--- config.mk ---
export PLATFORM = sky130hd
export DESIGN_NAME = add_sub_arbiter
export DESIGN_NICKNAME = d
export VERILOG_FILES = /design/src/rtl/add_sub_arbiter.sv
export SDC_FILE = /design/constraint.sdc
export NUM_CORES = 1
export LEC_CHECK = 0
export BUFFER_PORTS_ARGS = -buffer_cell sky130_fd_sc_hd__buf_2
export CAP_MARGIN = 15
export CORE_MARGIN = 2
export CORE_UTILIZATION = 45
export CTS_CLUSTER_SIZE = 40
export DETAILED_ROUTE_END_ITERATION = 6
export PLACE_DENSITY = 0.75
export SETUP_SLACK_MARGIN = 0.05
export SLEW_MARGIN = 20
export SYNTH_ARGS = -nofsm -noshare
export SYNTH_HDL_FRONTEND = slang
export SYNTH_SLANG_ARGS = --single-unit
--- constraint.sdc ---
create_clock -name clk -period 2.7 [get_ports clk]
set_input_delay 0.27 -clock clk [delete_from_list [all_inputs] [get_ports clk]]
set_output_delay 0.27 -clock clk [all_outputs]
set_load 0.05 [all_outputs]
--- src/rtl/add_sub_arbiter.sv ---
// Round-robin arbiter that shares one combinational sign-magnitude add/sub unit
// among N_REQ requesters and returns registered results on one response channel.

module add_sub (
    input  logic [2:0] num1,
    input  logic [2:0] num2,
    input  logic       selection,
    output logic [4:0] result,
    output logic       zeroflag
);

    function automatic logic signed [3:0] sm3_value(input logic [2:0] sm);
        logic signed [3:0] mag;
        mag = {2'b00, sm[1:0]};
        return sm[2] ? -mag : mag;
    endfunction

    logic signed [3:0] sum_s;
    logic [3:0]        mag_s;

    // Exact result lies in -6..+6, so a 4-bit signed sum cannot overflow
    always_comb begin
        if (selection) begin
            sum_s = sm3_value(num1) - sm3_value(num2);
        end else begin
            sum_s = sm3_value(num1) + sm3_value(num2);
        end
        mag_s    = sum_s[3] ? 4'(-sum_s) : 4'(sum_s);
        result   = {sum_s[3], mag_s};
        zeroflag = (mag_s == 4'd0);
    end

endmodule

module add_sub_arbiter #(
    parameter int N_REQ = 4,
    parameter int ID_W  = 2
) (
    input  logic               clk,
    input  logic               rst,
    input  logic [N_REQ-1:0]   req_valid,
    input  logic [3*N_REQ-1:0] req_num1,
    input  logic [3*N_REQ-1:0] req_num2,
    input  logic [N_REQ-1:0]   req_sel,
    output logic [N_REQ-1:0]   req_ready,
    output logic               rsp_valid,
    input  logic               rsp_ready,
    output logic [ID_W-1:0]    rsp_id,
    output logic [4:0]         rsp_result,
    output logic               rsp_zero,
    output logic               busy,
    output logic [7:0]         op_count
);

    localparam int IW = ID_W + 1;

    typedef enum logic [1:0] {
        IDLE = 2'd0,
        CALC = 2'd1,
        RESP = 2'd2
    } state_t;

    state_t            state_r, state_s;
    logic [ID_W-1:0]   rr_ptr_r;
    logic [2:0]        num1_r, num2_r;
    logic              sel_r;
    logic [ID_W-1:0]   id_r;
    logic              rsp_valid_r;
    logic [ID_W-1:0]   rsp_id_r;
    logic [4:0]        rsp_result_r;
    logic              rsp_zero_r;
    logic [7:0]        op_count_r;
    logic              busy_r;

    logic [N_REQ-1:0]  gnt_s;
    logic [ID_W-1:0]   gnt_id_s;
    logic              gnt_any_s;
    logic [IW-1:0]     idx_s;
    logic              hit_s;
    logic [2:0]        gnt_num1_s, gnt_num2_s;
    logic              gnt_sel_s;
    logic              transfer_s;
    logic [ID_W-1:0]   rr_next_s;
    logic [4:0]        alu_result_s;
    logic              alu_zero_s;

    // Round-robin scan starting at rr_ptr; first pending requester wins
    always_comb begin
        gnt_s     = '0;
        gnt_id_s  = '0;
        gnt_any_s = 1'b0;
        idx_s     = '0;
        hit_s     = 1'b0;
        for (int k = 0; k < N_REQ; k++) begin
            idx_s = {1'b0, rr_ptr_r} + IW'(k);
            if (idx_s >= IW'(N_REQ)) begin
                idx_s = idx_s - IW'(N_REQ);
            end else begin
                idx_s = idx_s;
            end
            for (int i = 0; i < N_REQ; i++) begin
                hit_s     = !gnt_any_s && (idx_s == IW'(i)) && req_valid[i];
                gnt_s[i]  = gnt_s[i] | hit_s;
                gnt_id_s  = hit_s ? ID_W'(i) : gnt_id_s;
                gnt_any_s = gnt_any_s | hit_s;
            end
        end
    end

    // Operand mux for the granted requester
    always_comb begin
        gnt_num1_s = 3'b000;
        gnt_num2_s = 3'b000;
        gnt_sel_s  = 1'b0;
        for (int i = 0; i < N_REQ; i++) begin
            gnt_num1_s = gnt_s[i] ? req_num1[3*i +: 3] : gnt_num1_s;
            gnt_num2_s = gnt_s[i] ? req_num2[3*i +: 3] : gnt_num2_s;
            gnt_sel_s  = gnt_s[i] ? req_sel[i]         : gnt_sel_s;
        end
    end

    // Grant is only visible while idle and out of reset
    always_comb begin
        if ((state_r == IDLE) && !rst) begin
            req_ready = gnt_s;
        end else begin
            req_ready = '0;
        end
        transfer_s = (state_r == IDLE) && gnt_any_s;
        if (gnt_id_s == ID_W'(N_REQ - 1)) begin
            rr_next_s = '0;
        end else begin
            rr_next_s = gnt_id_s + ID_W'(1);
        end
    end

    // Next-state logic
    always_comb begin
        state_s = state_r;
        case (state_r)
            IDLE:    state_s = gnt_any_s ? CALC : IDLE;
            CALC:    state_s = RESP;
            RESP:    state_s = rsp_ready ? IDLE : RESP;
            default: state_s = IDLE;
        endcase
    end

    add_sub u_add_sub (
        .num1      (num1_r),
        .num2      (num2_r),
        .selection (sel_r),
        .result    (alu_result_s),
        .zeroflag  (alu_zero_s)
    );

    // State register
    always_ff @(posedge clk) begin
        if (rst) begin
            state_r <= IDLE;
            busy_r  <= 1'b0;
        end else begin
            state_r <= state_s;
            busy_r  <= (state_s != IDLE);
        end
    end

    // Operand latch, response registers and completion counter
    always_ff @(posedge clk) begin
        if (rst) begin
            rr_ptr_r     <= '0;
            num1_r       <= 3'b000;
            num2_r       <= 3'b000;
            sel_r        <= 1'b0;
            id_r         <= '0;
            rsp_valid_r  <= 1'b0;
            rsp_id_r     <= '0;
            rsp_result_r <= 5'd0;
            rsp_zero_r   <= 1'b0;
            op_count_r   <= 8'd0;
        end else begin
            case (state_r)
                IDLE: begin
                    if (transfer_s) begin
                        num1_r   <= gnt_num1_s;
                        num2_r   <= gnt_num2_s;
                        sel_r    <= gnt_sel_s;
                        id_r     <= gnt_id_s;
                        rr_ptr_r <= rr_next_s;
                    end
                end
                CALC: begin
                    rsp_result_r <= alu_result_s;
                    rsp_zero_r   <= alu_zero_s;
                    rsp_id_r     <= id_r;
                    rsp_valid_r  <= 1'b1;
                end
                RESP: begin
                    if (rsp_ready) begin
                        rsp_valid_r <= 1'b0;
                        op_count_r  <= op_count_r + 8'd1;
                    end
                end
                default: begin
                    rsp_valid_r <= 1'b0;
                end
            endcase
        end
    end

    assign rsp_valid  = rsp_valid_r;
    assign rsp_id     = rsp_id_r;
    assign rsp_result = rsp_result_r;
    assign rsp_zero   = rsp_zero_r;
    assign op_count   = op_count_r;
    assign busy       = busy_r;

endmodule

## After elaboration in Yosys (flattened, before gate mapping)

Cells that the tools add are included.

- $lt $le $gt $ge: 4
- Equal/unequal tests: 16
- Muxes and demuxes: 42
- Bitwise operators: 28
- Reductions and logical operators: 59
- Add/sub/neg operators: 14

Operator list:

| operator | number |
|---|---|
| two-way mux 3 bit | 12 |
| logical AND 1 bit | 33 |
| two-way mux 2 bit | 16 |
| bitwise OR 1 bit | 27 |
| equality test 3 x 2 -> 1 bit, second input constant | 8 |
| two-way mux 4 bit | 5 |
| logical NOT 1 bit | 16 |
| equality test 3 x 1 -> 1 bit, second input constant | 4 |
| logical NOT 3 bit | 4 |
| >= comparator 3 bit, second input constant | 3 |
| subtractor 3 bit, second input constant | 3 |
| adder 8 x 1 -> 8 bit, second input constant | 1 |
| negator 2 -> 4 bit | 2 |
| two-way mux 1 bit | 7 |
| adder 2 x 2 -> 3 bit, second input constant | 2 |
| case mux 2 bit (3 select lines) | 1 |
| AND reduction 2 bit | 3 |
| adder 4 bit | 1 |
| equality test 2 bit, second input constant | 2 |
| logical NOT 4 bit | 1 |
| negator 4 bit | 1 |
| subtractor 4 bit | 1 |
| adder 2 x 1 -> 3 bit, second input constant | 1 |
| >= comparator 2 x 3 -> 1 bit, second input constant | 1 |
| 8 further kinds | 8 |

- Word-level logic and storage cells: 175
- Output and inout port bits: 22
- Register bits: 31
- Bits of input ports: 35

## Longest topological paths before layout

- Depth in word-level cells: 67
- Mapped depth: 13
- Gate-level depth less buffers: 13

## By module

A second synthesis with hierarchy kept.

- Cells, all modules: 230
- Area, all modules: 1883.1 um^2

Modules (own cells, without submodules):

| module | area an instance (um^2) | seq. area each (um^2) | cells an instance | times used |
|---|---|---|---|---|
| add_sub_arbiter | 1493.9 | 620.6 | 180 | 1 |
| add_sub | 389.1 | 0.0 | 50 | 1 |

## Worst setup path after synthesis

OpenSTA, ideal clock, no wires.

- Kind: register to register
- Start: register num2_r[0]
- End: register rsp_zero_r, in the netlist rsp_zero
- Arrival: 2.745 ns
- Path buffers: 0
- Required time: 2.584 ns
- Stages on the path, launching flop included: 13
- Slack: -0.161 ns
- Setup time: 0.116 ns
- Path through: dfxtp_1 inv_1 ha_1 mux2i_1 ha_1 o21ai_0 ha_1 nand3b_1 nand2_1 xnor2_1 mux2_4 xor2_1 a41o_1

- Cells in the longest elaborated chain, start to end: 7

RTL lines:

| what | line | source |
|---|---|---|
| start, declared | 65 | `logic [2:0] num1_r, num2_r;` |
| start signal, assigned | 185 | `num2_r <= gnt_num2_s;` |
| negator 2 -> 4 bit | 15 | `return sm[2] ? -mag : mag;` |
| two-way mux 4 bit (*) | 15 |  |
| adder 4 bit or subtractor 4 bit (tied branches) | 26, 24 |  |
| two-way mux 4 bit (*) | 23 | `if (selection) begin` |
| negator 4 bit | 28 | `mag_s = sum_s[3] ? 4'(-sum_s) : 4'(sum_s);` |
| two-way mux 4 bit (*) | 28 |  |
| logical NOT 4 bit (*) | 30 | `zeroflag = (mag_s == 4'd0);` |
| end signal, assigned | 193 | `rsp_zero_r <= alu_zero_s;` |
| end, declared | 71 | `logic rsp_zero_r;` |

Mark *: on every way between the ends. The rest lies on a longest branch, timed or not.
A chain may end at the register's enable or synchronous reset.

## Worst setup path in the final report

- Start: register num2_r[1]
- End: register rsp_zero_r, in the netlist rsp_zero

The elaborated chain is that of the path after synthesis.

==> impl_metrics.json <==
{
  "cp_max_fo": 2,
  "dp_hpwl_um": 2980,
  "die_w_um": 66.0,
  "yosysWarnings": 0,
  "leakage_nw": 1.05,
  "ff2ff_setup_slack_ns": -0.1,
  "insertion_delay_ns": 0.27,
  "fin_skew_ns": 0.0106,
  "antenna_found_initial": 0,
  "fin_ws_ns": -0.0968,
  "drt-pass1-iter-count": 4,
  "viasPerCell": 5.12,
  "grt_max_degree": 27,
  "synth_area_leaders": "dfxtp_1, nand2_1, ha_1, nor2_1, o21ai_0",
  "die_area_um2": 4350,
  "cts_tree": "yes",
  "io_buffer_count": 56,
  "nets": 323,
  "syn_nets": 259,
  "io_pins": 57,
  "die_y_um": 66.0,
  "syn_area_per_cell_um2": 8.04,
  "synth_cells": 215,
  "diodes": 0,
  "period_minus_slack_ns": 2.80,
  "cap_violations": 0,
  "critPathMostFrequentCell": "ha_4",
  "timing.hold.ws_ns": 0.281,
  "drcViolationCount": 0,
  "finalSetupViolCount": 3,
  "routedWlPerCell_um": 12.3,
  "overflow": 0,
  "end_kind": "register",
  "rows": 22,
  "cp-start-kind": "register",
  "synth_top_area_share_pct": 35.9,
  "max_freq_mhz": 358,
  "peakVddDrop_mv": 0.283,
  "path_clk_slew_ns": 0.07,
  "core_area_um2": 3690,
  "path_cells": "inv_2, ha_4, mux2i_4, ha_4, o21ai_2, fa_1, inv_1, ha_2, nand3b_1, mux2_4, xor2_4, a41o_1",
  "yosys.area.top_type": "dfxtp_1",
  "cts_max_level": 2,
  "drt_iter0_markers": 31,
  "max_stage_delay_ns": 0.53,
  "power_density_nw_per_um2": 840,
  "crit_arrival_ns": 2.96,
  "nFillCells": 347,
  "clk_path_buf_depth": 2,
  "hold_viol": 0,
  "wl_um": 4020,
  "finalCritPeriodShare_pct": 104,
  "slowest_stage": "fa_1",
  "syn2layout_area_growth_pct": 34.8,
  "critical_path_class": "reg -> reg",
  "slew_viol_final": 0,
  "violations": "setup timing",
  "tightest_slew_ns": 0.910,
  "drive_gt1_share_pct": 35.1,
  "critical_path_required_ns": 2.87,
  "ys_seq_area_share_pct": 35.9,
  "num_vias": 1673,
  "grt_pass1_vias": 1539,
  "synth_seq_cells": 31,
  "root_buffer": "clkbuf_8",
  "grt_pass1_wl_um": 6710,
  "cts_buffers": 5,
  "ys_types": 42,
  "final_antenna_net_count": 0,
  "routabilityCongestion": 0.802,
  "clock_sinks": 31,
  "netlist_area_um2": 1730,
  "outcome": "finished, violations left",
  "relSlewSlack_pct": 39.2,
  "worstHoldPathType": "in -> reg",
  "initial_core_util_pct": 46.8,
  "grtUsageTotal_pct": 20.0,
  "setup-tns-final_ns": -0.164,
  "rsz0062_at_grt": "true"
}
cell families after synthesis:
group | after synthesis | share of synthesized area (%)
compound gates | 50 | 18.8
xor+xnor | 13 | 7.02
fa+ha+maj | 9 | 6.95
buf+inv | 16 | 3.62
flops | 31 | 35.9
mux | 4 | 2.61
simple gates | 92 | 25.1
sequential cells by signal, indices dropped and copies added (netlist names):
name / flops
id_r: 2
rsp_zero: 1
rsp_valid: 1
rsp_id: 2
rr_ptr_r: 2
sel_r: 1
op_count: 8
rsp_result: 5
busy: 1
num1_r: 3
num2_r: 3
state_r: 2
timing repair:
| item | in CTS | in global routing |
|---|---|---|
| gates resized for setup | 11 | 9 |
| hold buffers | 0 | 0 |
| pin swaps | 8 | 6 |
| setup endpoints to repair | 5 | 5 |
| buffers inserted | 3 | 0 |
Yosys cell counts:
| cell type | number |
|---|---|
| nand4_1 | 2 |
| o221ai_1 | 1 |
| mux2i_1 | 3 |
| xnor2_2 | 1 |
| o21ai_2 | 1 |
| nor3b_1 | 3 |
| nor2_1 | 25 |
| nand3_1 | 4 |
| o22ai_1 | 4 |
| buf_1 | 1 |
| mux2_4 | 1 |
| buf_2 | 2 |
| o211a_1 | 1 |
| o21ai_1 | 3 |
| a21o_1 | 1 |
| nand2_1 | 35 |
| a41o_1 | 1 |
| and2b_1 | 1 |
| ha_1 | 8 |
| o21ai_0 | 14 |
| nand3b_1 | 2 |
| clkbuf_1 | 6 |
| and4_1 | 1 |
| a211oi_1 | 2 |
| or2_2 | 1 |
| a211oi_2 | 2 |
| and2_1 | 2 |
| dfxtp_1 | 31 |
| xor2_1 | 7 |
| inv_1 | 7 |
| or3_1 | 1 |
| fa_1 | 1 |
| nor2b_1 | 5 |
| a221oi_1 | 7 |
| and3_1 | 1 |
| nand2b_1 | 5 |
| and2b_4 | 1 |
| o211ai_1 | 1 |
| xnor2_1 | 5 |
| and3b_1 | 1 |
| nor3_1 | 2 |
| a21oi_1 | 12 |
worst max-delay path, delay by kind of cell (launching register included):
| kind | cells | cell delay, ns |
|---|---|---|
| AO/OA/AOI/OAI | 2 | 0.31 |
| XOR/XNOR | 1 | 0.19 |
| multiplexers | 2 | 0.39 |
| adder cells (fa/ha/maj) | 4 | 1.25 |
| buffers and inverters | 2 | 0.09 |
| flip-flops | 1 | 0.33 |
| AND/OR/NAND/NOR | 1 | 0.14 |
path summary, 6_finish.rpt:
check	from	end	cells past startpoint
setup / recovery	num2_r[1]$_SDFFE_PP0P_	rsp_zero$_SDFFE_PP0P_	12
hold / removal	req_num1[8]	num1_r[2]$_SDFFE_PP0P_	3
setup reg to reg	num2_r[1]$_SDFFE_PP0P_	rsp_zero$_SDFFE_PP0P_	12
hold reg to reg	num1_r[0]$_SDFFE_PP0P_	num1_r[0]$_SDFFE_PP0P_	2
report_power, final:
part	internal, mW	switching, mW
clock network	0.270	0.155
logic	0.455	0.520
registers	0.513	0.0453
total	1.24	0.720
layout by cell type (no fill, tap or decap), drive strengths merged, types with 2 or more instances in the layout:
cell,n
a221oi,7
nand4,2
mux2i,3
a211oi,4
nand2,35
o21ai,18
clkbuf,6
nand3b,2
nor3,2
ha,8
and2b,2
xor2,7
nor3b,3
buf,66
and2,2
nor2b,5
nand2b,5
xnor2,6
a21oi,12
o22ai,4
nor2,25
nand3,4
inv,7
dfxtp,31
routing by layer:
metal | global-route usage, % | vias to the layer above | share of wire (%)
li1 | - | 875 | -
met1 | 23.9 | 769 | 46
met2 | 34.5 | 27 | 50
met3 | 4.26 | 2 | 2.9
met4 | 8.67 | 0 | 0.94
met5 | 0 | - | 0
per-stage QoR:
stage                     area (um2)  power, mW  cells  worst slack, ns  util [%]
final                           2330       1.96    327          -0.0968      63.2
after detailed placement        2090       1.32    317           -0.150      56.8
after global routing            2330       2.09    327           -0.190      63.2
after CTS                       2280       1.88    327          -0.0852      61.8
after floorplan                 1740       1.12    215          -0.0207         -
after global placement          2090       1.30    317          -0.0325      56.8
final cells by class:
class | count | area (um2) | share of cell area [%]
clock buffers | 6 | 72.6 | 3.11
clock inverters | 1 | 30.0 | 1.29
repair buffers | 66 | 359 | 15.4
flip-flops and latches | 31 | 623 | 26.7
inverters | 7 | 26.3 | 1.13
multi-input cells | 168 | 1160 | 49.7
well taps | 48 | 60.1 | 2.58
(Power assumes the default switching activity.)
